$ cat config.mk
export PLATFORM = sky130hd
export DESIGN_NAME = prog_sequencer
export DESIGN_NICKNAME = d
export VERILOG_FILES = /design/src/rtl/prog_seq_pkg.sv /design/src/rtl/prog_base_table.sv /design/src/rtl/prog_sequencer.sv
export SDC_FILE = /design/constraint.sdc
export NUM_CORES = 1
export LEC_CHECK = 0
export ABC_AREA = 1
export CORE_MARGIN = 2
export CORE_UTILIZATION = 56
export CTS_BUF_LIST = sky130_fd_sc_hd__clkbuf_2 sky130_fd_sc_hd__clkbuf_4 sky130_fd_sc_hd__clkbuf_8
export CTS_CLUSTER_SIZE = 24
export DETAILED_ROUTE_END_ITERATION = 10
export GPL_TIMING_DRIVEN = 0
export HOLD_SLACK_MARGIN = 0.02
export PLACE_DENSITY = 0.88
export SYNTH_ARGS = -nofsm -noshare
export SYNTH_HDL_FRONTEND = slang
export SYNTH_SLANG_ARGS = --single-unit
$ cat constraint.sdc
create_clock -name Clk -period 1.9 [get_ports Clk]
set_input_delay 0.285 -clock Clk [delete_from_list [all_inputs] [get_ports Clk]]
set_output_delay 0.285 -clock Clk [all_outputs]
set_load 0.03 [all_outputs]
$ cat src/rtl/prog_seq_pkg.sv
// Shared types and defaults for the program sequencer.
package prog_seq_pkg;

  typedef enum logic [2:0] {IDLE, CRST, LOAD, START, RUN, NEXT, FINISH} seq_state_t;

  localparam int unsigned NumProgsDefault = 3;
  localparam int unsigned PcWDefault      = 10;
  localparam int unsigned CntWDefault     = 16;

  // Index width for a table of n entries, never narrower than one bit.
  function automatic int unsigned idx_width(input int unsigned n);
    return (n > 1) ? $clog2(n) : 1;
  endfunction

endpackage

$ cat src/rtl/prog_base_table.sv
// Per-program base-address register file; writes are blocked while the sequencer is busy.
module prog_base_table
  import prog_seq_pkg::*;
#(
  parameter int unsigned NUM_PROGS = NumProgsDefault,
  parameter int unsigned PC_W      = PcWDefault
) (
  input  logic                                clk,
  input  logic                                rst_n,
  input  logic                                busy,
  input  logic                                we,
  input  logic [idx_width(NUM_PROGS)-1:0]     widx,
  input  logic [PC_W-1:0]                     wdata,
  input  logic [idx_width(NUM_PROGS)-1:0]     ridx,
  output logic [PC_W-1:0]                     rdata
);

  localparam int unsigned IdxW = idx_width(NUM_PROGS);

  logic [PC_W-1:0] base_q [NUM_PROGS];

  // Out-of-range indices match no entry, so they are dropped naturally.
  always_ff @(posedge clk or negedge rst_n) begin
    if (!rst_n) begin
      for (int i = 0; i < NUM_PROGS; i++) base_q[i] <= '0;
    end else if (we && !busy) begin
      for (int i = 0; i < NUM_PROGS; i++) begin
        if (widx == IdxW'(i)) base_q[i] <= wdata;
      end
    end
  end

  always_comb begin
    rdata = '0;
    for (int i = 0; i < NUM_PROGS; i++) begin
      if (ridx == IdxW'(i)) rdata = base_q[i];
    end
  end

endmodule

$ cat src/rtl/prog_sequencer.sv
// Program controller: reset, jump, start and run each program in turn with a timeout.
// Optional per-program cycle log enabled by defining PROG_SEQ_CYCLE_LOG_EN.
module prog_sequencer
  import prog_seq_pkg::*;
#(
  parameter int unsigned NUM_PROGS = NumProgsDefault,
  parameter int unsigned PC_W      = PcWDefault,
  parameter int unsigned CNT_W     = CntWDefault
) (
  input  logic                              Clk,
  input  logic                              Reset_n,
  input  logic                              Go,
  input  logic                              Done,
  input  logic                              CfgWe,
  input  logic [idx_width(NUM_PROGS)-1:0]   CfgIdx,
  input  logic [PC_W-1:0]                   CfgAddr,
  output logic                              CoreReset,
  output logic                              CoreStart,
  output logic                              SeqJump,
  output logic                              SeqAbsRel,
  output logic [PC_W-1:0]                   SeqTarget,
  output logic [idx_width(NUM_PROGS)-1:0]   ProgIdx,
  output logic [CNT_W-1:0]                  CycleCnt,
  output logic                              Busy,
  output logic                              AllDone,
  output logic                              Timeout
`ifdef PROG_SEQ_CYCLE_LOG_EN
  ,
  input  logic [idx_width(NUM_PROGS)-1:0]   LogIdx,
  output logic [CNT_W-1:0]                  LogCnt
`endif
);

  localparam int unsigned IdxW = idx_width(NUM_PROGS);
  localparam logic [CNT_W-1:0] CntMax = {CNT_W{1'b1}};
  localparam logic [IdxW-1:0]  LastIdx = IdxW'(NUM_PROGS - 1);

  seq_state_t        state_q;
  logic              core_reset_q, core_start_q, seq_jump_q;
  logic [PC_W-1:0]   seq_target_q;
  logic [IdxW-1:0]   prog_idx_q;
  logic [CNT_W-1:0]  cnt_q;
  logic              busy_q, all_done_q, timeout_q;
  logic [PC_W-1:0]   base_rdata;

  prog_base_table #(
    .NUM_PROGS (NUM_PROGS),
    .PC_W      (PC_W)
  ) u_base_table (
    .clk   (Clk),
    .rst_n (Reset_n),
    .busy  (busy_q),
    .we    (CfgWe),
    .widx  (CfgIdx),
    .wdata (CfgAddr),
    .ridx  (prog_idx_q),
    .rdata (base_rdata)
  );

  always_ff @(posedge Clk or negedge Reset_n) begin
    if (!Reset_n) begin
      state_q      <= IDLE;
      core_reset_q <= 1'b0;
      core_start_q <= 1'b0;
      seq_jump_q   <= 1'b0;
      seq_target_q <= '0;
      prog_idx_q   <= '0;
      cnt_q        <= '0;
      busy_q       <= 1'b0;
      all_done_q   <= 1'b0;
      timeout_q    <= 1'b0;
    end else begin
      core_reset_q <= 1'b0;
      core_start_q <= 1'b0;
      seq_jump_q   <= 1'b0;
      unique case (state_q)
        IDLE, FINISH: begin
          if (Go) begin
            state_q      <= CRST;
            prog_idx_q   <= '0;
            timeout_q    <= 1'b0;
            core_reset_q <= 1'b1;
            busy_q       <= 1'b1;
            all_done_q   <= 1'b0;
          end
        end
        CRST: begin
          state_q      <= LOAD;
          seq_jump_q   <= 1'b1;
          seq_target_q <= base_rdata;
        end
        LOAD: begin
          state_q      <= START;
          core_start_q <= 1'b1;
        end
        START: begin
          state_q <= RUN;
          cnt_q   <= '0;
        end
        RUN: begin
          // Done takes priority over the timeout check in the same cycle.
          if (Done) begin
            state_q <= NEXT;
            cnt_q   <= (cnt_q == CntMax) ? cnt_q : cnt_q + CNT_W'(1);
          end else if (cnt_q == CntMax) begin
            state_q    <= FINISH;
            timeout_q  <= 1'b1;
            busy_q     <= 1'b0;
            all_done_q <= 1'b1;
          end else begin
            cnt_q <= cnt_q + CNT_W'(1);
          end
        end
        NEXT: begin
          if (prog_idx_q == LastIdx) begin
            state_q    <= FINISH;
            busy_q     <= 1'b0;
            all_done_q <= 1'b1;
          end else begin
            state_q      <= CRST;
            prog_idx_q   <= prog_idx_q + IdxW'(1);
            core_reset_q <= 1'b1;
          end
        end
        default: state_q <= IDLE;
      endcase
    end
  end

  assign CoreReset = core_reset_q;
  assign CoreStart = core_start_q;
  assign SeqJump   = seq_jump_q;
  assign SeqAbsRel = 1'b0;
  assign SeqTarget = seq_target_q;
  assign ProgIdx   = prog_idx_q;
  assign CycleCnt  = cnt_q;
  assign Busy      = busy_q;
  assign AllDone   = all_done_q;
  assign Timeout   = timeout_q;

`ifdef PROG_SEQ_CYCLE_LOG_EN
  logic [CNT_W-1:0] log_q [NUM_PROGS];

  always_ff @(posedge Clk or negedge Reset_n) begin
    if (!Reset_n) begin
      for (int i = 0; i < NUM_PROGS; i++) log_q[i] <= '0;
    end else if ((state_q == IDLE || state_q == FINISH) && Go) begin
      for (int i = 0; i < NUM_PROGS; i++) log_q[i] <= '0;
    end else if (state_q == NEXT || (state_q == RUN && !Done && cnt_q == CntMax)) begin
      for (int i = 0; i < NUM_PROGS; i++) begin
        if (prog_idx_q == IdxW'(i)) log_q[i] <= cnt_q;
      end
    end
  end

  always_comb begin
    LogCnt = '0;
    for (int i = 0; i < NUM_PROGS; i++) begin
      if (LogIdx == IdxW'(i)) LogCnt = log_q[i];
    end
  end
`endif

endmodule

==> Flow_metrics.wiki, run 1 <==
{| class="wikitable"
! Metric !! Value
|-
| Status || finished, final reports clean
|-
| Layout cells sized above 1 || approximately a tenth
|-
| Number of antenna violations at the first check in global routing || 0
|-
| Clock Pin Slew Worst Setup and Hold Paths || around 0.08 ns
|-
| Sequential share of the synthesized area || between 50% and 60%
|-
| WHS || 0.02780 ns
|-
| Total via count after detailed routing || just under 3000
|-
| Share of flip-flops with an asynchronous set or reset after synthesis || 100.0%
|-
| Wirelength, routed || roughly 7900 um
|-
| Combinational Power Share || about two fifths
|-
| Power density relative to cell area || about 1400 nW/um2
|-
| Commonest cells after routing, fill and taps aside || sky130_fd_sc_hd__nand2_1 (109), sky130_fd_sc_hd__dfrtp_1 (67), sky130_fd_sc_hd__o21ai_0 (52)
|-
| Clk buf depth || 2
|-
| Number of enable flip-flop cells after synthesis || 0
|-
| Pre-CTS setup slack || ~0.06 ns
|-
| Syn avg cell area || roughly 8.3 um2
|-
| Gp weighted congestion || 0.8982
|-
| Max Cap Violations || 0
|-
| Slew at the pin closest to its max-slew limit || ~0.82 ns
|-
| Data required, critical path || ~1.6 ns
|-
| Area growth from synthesis to final layout || 23.37%
|-
| Diodes inserted || 0
|-
| DR iter-0 viols || between 300 and 400
|-
| Setup repair after global routing missed its margin || yes
|-
| Leakage Power || 1.916 nW
|-
| Post-route antenna net violation count || 0
|-
| Slowest Stage Delay on Critical Path || roughly 0.73 ns
|-
| Placeable core region || ~5600 um2
|-
| Clock power share || approximately a fifth
|-
| TritonCTS Sinks || 67
|-
| Achievable frequency || ~0.54 GHz
|-
| Post-CTS setup repair buffer count || 0
|-
| Psw || around 2.3 mW
|-
| Cell chain of the critical path || clkdlybuf4s50_1
|-
| H-Tree Level Count || 3
|-
| Peak supply drop || 0.0008453 V
|-
| Detail Placement HPWL || ~5500 um
|-
| Arrival time at the worst endpoint || around 1.6 ns
|-
| Die X-Extent || around 81 um
|-
| Nature of the critical path endpoint || output pin
|-
| Root Buffer || sky130_fd_sc_hd__clkbuf_8
|-
| Starting utilization of the core area || 58.81%
|-
| GR Overflow Total || 0
|-
| I/O Buffers || 50
|-
| YS warnings || 0
|-
| Maximum number of pins on one net before global-route repair || a little under 70
|-
| Clk Latency, worst-skew pair || ~0.35 ns
|-
| Number of nets in the layout || about 480
|-
| Unique masters post-synth || 30
|-
| Hold/Removal Path Class || input pin to async pin
|-
| Final worst path period need || about 1.8 ns
|-
| Worst R2R Path Depth || 7
|-
| Startpoint of the most critical register-to-register path || ProgIdx[0]$_DFFE_PN0P_
|-
| Average wire per standard cell || 14.72 um
|-
| Internal power component || 3.293 mW
|-
| Nature of the critical path startpoint || flip-flop
|-
| Number of endpoints failing setup at the final stage || 0
|-
| Max FO, Critical Path || 7
|-
| First-pass GRT wire length || between 10000 and 15000 um
|-
| Worst setup path category || flip-flop to output pin
|-
| Share of total power in sequential cells || 40.4%
|-
| Worst setup margin || around 0.063 ns
|-
| Count of buffering cells on the critical path with inverters included || 1
|-
| # DRC || 0
|-
| Number of rows created at floorplan || 27
|-
| Commonest non-fill, non-tap cell in the layout || sky130_fd_sc_hd__nand2_1
|-
| Final clock skew || 0.01211 ns
|-
| Length of the first detailed-routing pass in iterations || 5
|-
| Final worst-path cycle share || between 90% and 100%
|-
| R2R Setup Slk || approximately 0.13 ns
|-
| Switching Share || 41.44%
|-
| Top flip-flop cell by instance count after synthesis || sky130_fd_sc_hd__dfrtp_1
|-
| Post-Place Cell Area || 3886 um2
|-
| Total routing resource utilization after global routing || between 20% and 30%
|-
| Number of top-level pins || 52
|-
| Final hold vios || 0
|-
| Worst slew margin relative to its limit || between 40% and 50%
|-
| Post-synthesis net count || between 400 and 500
|-
| Full die area || 6520 um2
|-
| CP delay by family, top || buffers and inverters
|-
| R2r endpoint || SeqTarget[2]$_DFFE_PN0N_
|-
| Fin area || 4069 um2
|-
| Final core utilization || between 70% and 80%
|-
| Via count normalized by instance count || between 5 and 6
|-
| Die boundary height || roughly 80 um
|-
| Synthesized flop and latch total || 67
|-
| CTS tree || done
|-
| Post-Synthesis Cell Area || between 3000 and 4000 um2
|-
| Via count of the first global-routing pass || around 2800
|-
| Crit path max-delay cell type || sky130_fd_sc_hd__clkdlybuf4s50_1
|-
| Instance count of the mapped netlist || 396
|-
| Total chip power || approximately 5.6 mW
|-
| Number of buffers inserted during clock tree synthesis || 9
|-
| Max-slew violation total from the final report || 0
|}
[worst max-delay path by stage]
stage / start / end / slack (ns) / cells past startpoint
2_1_floorplan: CycleCnt[1]$_DFFE_PN0P_ / CycleCnt[13]$_DFFE_PN0P_ / 0.21 / 10
3_3_place_gp: Reset_n / u_base_table.base_q[1]$_DFFE_PN0P_ / -1.59 / 1
3_5_place_dp: ProgIdx[0]$_DFFE_PN0P_ / SeqTarget[7]$_DFFE_PN0N_ / 0.06 / 7
4_1_cts: CycleCnt[12]$_DFFE_PN0P_ / CycleCnt[12] / 0.05 / 1
5_1_grt: ProgIdx[0]$_DFFE_PN0P_ / AllDone$_DFFE_PN0P_ / -0.04 / 9
6_report: CycleCnt[2]$_DFFE_PN0P_ / CycleCnt[2] / 0.06 / 1
[synth_stat cells, types with 2 or more instances]
cell                       instances  area (um2)
sky130_fd_sc_hd__a21oi_1          19       95.09
sky130_fd_sc_hd__clkbuf_1          9       33.78
sky130_fd_sc_hd__dfrtp_1          67        1677
sky130_fd_sc_hd__ha_1              4       50.05
sky130_fd_sc_hd__inv_1            35       131.4
sky130_fd_sc_hd__nand2_1         109       409.1
sky130_fd_sc_hd__nand2_2           9       56.30
sky130_fd_sc_hd__nand2_4           2       22.52
sky130_fd_sc_hd__nand3_1          23       115.1
sky130_fd_sc_hd__nand4_1           7       43.79
sky130_fd_sc_hd__nor2_1           26       97.59
sky130_fd_sc_hd__nor2_4            5       56.30
sky130_fd_sc_hd__o21ai_0          52       260.3
sky130_fd_sc_hd__o21ai_2           5       43.79
sky130_fd_sc_hd__o21bai_1          2       15.01
sky130_fd_sc_hd__o22ai_1           2       12.51
sky130_fd_sc_hd__xor2_1            7       61.31
[registers in the layout, summed over array words and instances, names as in the netlist]
signal,cells
AllDone,1
Busy,1
CoreReset,1
CoreStart,1
CycleCnt,16
ProgIdx,2
SeqJump,1
SeqTarget,10
Timeout,1
state_q,3
u_base_table.base_q,30
[metrics by stage]
stage	instances	setup TNS [ns]
after floorplan	396	0
after global placement	518	-106.28
after detailed placement	518	0
after CTS	534	0
after global routing	534	-0.08118
final	534	0
[cells by family after synthesis]
kind of cell | count (synthesis) | share of synthesized area, %
compound gates | 84 | 13.81
xor+xnor | 7 | 1.859
fa+ha+maj | 4 | 1.518
buf+inv | 49 | 6.601
flops | 67 | 50.83
other cells | 1 | 0.1137
simple gates | 184 | 25.27
[power by group through the flow]
stage | sequential, mW | clock (mW) | combinational, mW
after global placement | 2.26 | 0 | 2.18
after CTS | 2.26 | 1.09 | 2.27
after floorplan | 2.57 | 0 | 1.16
after global routing | 2.33 | 1.17 | 2.51
after detailed placement | 2.28 | 0 | 2.26
final | 2.27 | 1.07 | 2.27
[final cells by class]
class / instances / area [um2]
sequential: 67 / 1677
fill: 434 / 1539
multi-input combinational: 280 / 1406
timing repair buffer: 50 / 500.5
inverter: 36 / 140.1
clock buffer: 10 / 137.6
tap: 72 / 90.09
buffer: 13 / 77.57
clock inverter: 6 / 40.04
[repair_timing]
| action | 4_1_cts | 5_1_grt |
|---|---|---|
| setup endpoints to repair | 0 | 13 |
| resized for setup | 0 | 3 |
| hold buffers | 0 | 0 |
[metal layers]
metal  global-route usage (%)  up-vias  share of wire (%)
li1                         -     1401                  -
met3                    6.111       18                7.3
met5                        0        -                  0
met4                    10.68        0                2.3
met1                    35.98     1394                 43
met2                    41.58      142                 48
Note: power is estimated with default switching activity, not from simulation.
==> inputs of run 2 (changes only) <==
--- a/config.mk
+++ b/config.mk
@@ -6,6 +6,7 @@
 export NUM_CORES = 1
 export LEC_CHECK = 0
 export ABC_AREA = 1
+export ABC_CLOCK_PERIOD_IN_PS = 1900
 export CORE_MARGIN = 2
 export CORE_UTILIZATION = 56
 export CTS_BUF_LIST = sky130_fd_sc_hd__clkbuf_2 sky130_fd_sc_hd__clkbuf_4 sky130_fd_sc_hd__clkbuf_8
==> results of run 2 <==
Same layout as run 1: the final DEF is identical, and so are final timing and power.
==> inputs of run 3 (changes only) <==
--- a/config.mk
+++ b/config.mk
@@ -12,9 +12,10 @@
 export CTS_BUF_LIST = sky130_fd_sc_hd__clkbuf_2 sky130_fd_sc_hd__clkbuf_4 sky130_fd_sc_hd__clkbuf_8
 export CTS_CLUSTER_SIZE = 24
 export DETAILED_ROUTE_END_ITERATION = 10
-export GPL_TIMING_DRIVEN = 0
+export GPL_TIMING_DRIVEN = 1
 export HOLD_SLACK_MARGIN = 0.02
 export PLACE_DENSITY = 0.88
+export SLEW_MARGIN = 20
 export SYNTH_ARGS = -nofsm -noshare
 export SYNTH_HDL_FRONTEND = slang
 export SYNTH_SLANG_ARGS = --single-unit
==> run 3 against run 2 <==
Effect of this change: worst hold slack better by 0.45 ns; critical path type unchanged; critical endpoint is now CycleCnt[8]; combinational power hardly changed; setup slack better by 0.0063 ns; total power is 1.6% higher; fmax is 0.34% higher.
==> Flow_metrics.wiki, run 3 (synthesis gave the netlist of run 1 again) <==
{| class="wikitable"
! Metric !! Value
|-
| Status || finished, final reports clean
|-
| Final worst-path cycle share || a little over nine tenths
|-
| Placeable core region || between 5000 and 6000 um2
|-
| Hold/Removal Path Class || input pin to async pin
|-
| Arrival time at the worst endpoint || between 1.5 and 2 ns
|-
| H-Tree Level Count || 3
|-
| # DRC || 0
|-
| Setup repair after global routing missed its margin || no
|-
| TritonCTS Sinks || 67
|-
| Peak supply drop || between 0.0009 and 0.001 V
|-
| Clk Latency, worst-skew pair || about 0.35 ns
|-
| CP delay by family, top || buffers and inverters
|-
| Total routing resource utilization after global routing || 26.40%
|-
| Number of flip-flops in the largest register || 30
|-
| Wirelength, routed || ~7700 um
|-
| Count of buffering cells on the critical path with inverters included || 1
|-
| Max-slew violation total from the final report || 0
|-
| Register with the most flip-flops || u_base_table.base_q
|-
| Die X-Extent || ~80 um
|-
| Full die area || ~6500 um2
|-
| Final hold vios || 0
|-
| Accumulated negative setup slack || 0 ns
|-
| Total via count after detailed routing || just under 3000
|-
| Clk buf depth || 2
|-
| Length of the first detailed-routing pass in iterations || 6
|-
| Root Buffer || sky130_fd_sc_hd__clkbuf_8
|-
| CTS tree || done
|-
| Achievable frequency || roughly 0.55 GHz
|-
| Clock Pin Slew Worst Setup and Hold Paths || around 0.08 ns
|-
| Maximum number of pins on one net before global-route repair || 35
|-
| Power density relative to cell area || ~1400 nW/um2
|-
| Crit path max-delay cell type || sky130_fd_sc_hd__clkdlybuf4s50_1
|-
| GR Overflow Total || 0
|-
| WHS || around 0.48 ns
|-
| DR iter-0 viols || roughly 350
|-
| Number of placed instances, taps included || between 500 and 600
|-
| Final worst path period need || ~1.8 ns
|-
| Final clock skew || ~0.0085 ns
|-
| Number of nets in the layout || between 400 and 500
|-
| Via count of the first global-routing pass || about 2800
|-
| Area growth from synthesis to final layout || 23.67%
|-
| First-pass GRT wire length || between 10000 and 15000 um
|-
| Layout cells sized above 1 || 10.94%
|-
| Max Cap Violations || 0
|-
| Number of buffers inserted during clock tree synthesis || 9
|-
| Number of antenna violations at the first check in global routing || 0
|-
| Gp weighted congestion || roughly 0.86
|-
| I/O Buffers || 50
|-
| Commonest non-fill, non-tap cell in the layout || sky130_fd_sc_hd__nand2_1
|-
| Number of rows created at floorplan || 27
|-
| Nature of the critical path startpoint || flip-flop
|-
| Filler cell count in the final layout || slightly above 400
|-
| Slew at the pin closest to its max-slew limit || between 0.6 and 0.7 ns
|-
| Average wire per standard cell || approximately 15 um
|-
| Detail Placement HPWL || roughly 5200 um
|-
| Starting utilization of the core area || between 50% and 60%
|-
| Die boundary height || about 81 um
|-
| Cell Count, Final, Fillers Out || 529
|-
| Commonest cells after routing, fill and taps aside || sky130_fd_sc_hd__nand2_1 (109), sky130_fd_sc_hd__dfrtp_1 (67), sky130_fd_sc_hd__o21ai_0 (52)
|-
| Slowest Stage Delay on Critical Path || around 0.72 ns
|-
| Worst setup path category || flip-flop to output pin
|-
| Leakage Power || about 1.9 nW
|-
| Total chip power || around 5.7 mW
|-
| Worst slew margin relative to its limit || between 50% and 60%
|-
| Data required, critical path || around 1.6 ns
|-
| Final core utilization || between 70% and 80%
|-
| Number of endpoints failing setup at the final stage || 0
|-
| Post-route antenna net violation count || 0
|-
| Max FO, Critical Path || 5
|-
| Via count normalized by instance count || roughly 5.6
|-
| Cell chain of the critical path || clkdlybuf4s50_1
|-
| Number of top-level pins || 52
|-
| Nature of the critical path endpoint || output pin
|-
| Diodes inserted || 0
|}
==> run 3: where the power goes <==
| part | internal, mW | leakage, nW | total, mW | switching [mW] |
|---|---|---|---|---|
| logic | 0.827 | 0.942 | 2.24 | 1.41 |
| registers | 1.95 | 0.868 | 2.29 | 0.341 |
| clock network | 0.649 | 0.103 | 1.18 | 0.535 |
==> run 3: what timing repair did <==
item	CTS	global route
resized for setup	0	0
hold buffers	1	0
buffers inserted	0	0
hold endpoints to repair	23	0
==> run 3: path summary, 6_finish.rpt <==
| path | start | end | slack, ns | cells past startpoint |
|---|---|---|---|---|
| worst max register to register | ProgIdx[0]$_DFFE_PN0P_ | AllDone$_DFFE_PN0P_ | 0.20 | 9 |
| min in group Clk | SeqTarget[2]$_DFFE_PN0N_ | SeqTarget[2]$_DFFE_PN0N_ | 0.48 | 2 |
| worst min-delay path | Reset_n | CycleCnt[9]$_DFFE_PN0P_ | 0.48 | 2 |
| worst max-delay path | CycleCnt[8]$_DFFE_PN0P_ | CycleCnt[8] | 0.07 | 1 |
| worst min register to register | SeqTarget[2]$_DFFE_PN0N_ | SeqTarget[2]$_DFFE_PN0N_ | 0.48 | 2 |
| max in group asynchronous | Reset_n | u_base_table.base_q[5]$_DFFE_PN0P_ | 0.81 | 3 |
==> run 3: area by class of cell <==
| class | count | area [um2] | share of cell area [%] |
|---|---|---|---|
| sequential | 67 | 1677 | 41.10 |
| multi-input combinational | 280 | 1404 | 34.42 |
| timing repair buffer | 58 | 570.5 | 13.99 |
| clock buffer | 11 | 145.1 | 3.558 |
| inverter | 36 | 140.1 | 3.436 |
| tap | 72 | 90.09 | 2.209 |
| clock inverter | 5 | 52.55 | 1.288 |
==> run 3: per-layer routing <==
layer / GRT usage [%] / wire [um]
met1: 35.36 / 3308
met2: 42.08 / 3722
met3: 6.111 / 504
met4: 10.34 / 169
met5: 0 / 0
==> run 3: stage by stage <==
stage / setup slack, ns / area, um2
after floorplan: 0.2060 / 3298
after global placement: 0.2656 / 3871
after detailed placement: 0.1745 / 3871
after CTS: 0.07079 / 4079
after global routing: 0.02245 / 4079
final: 0.06906 / 4079
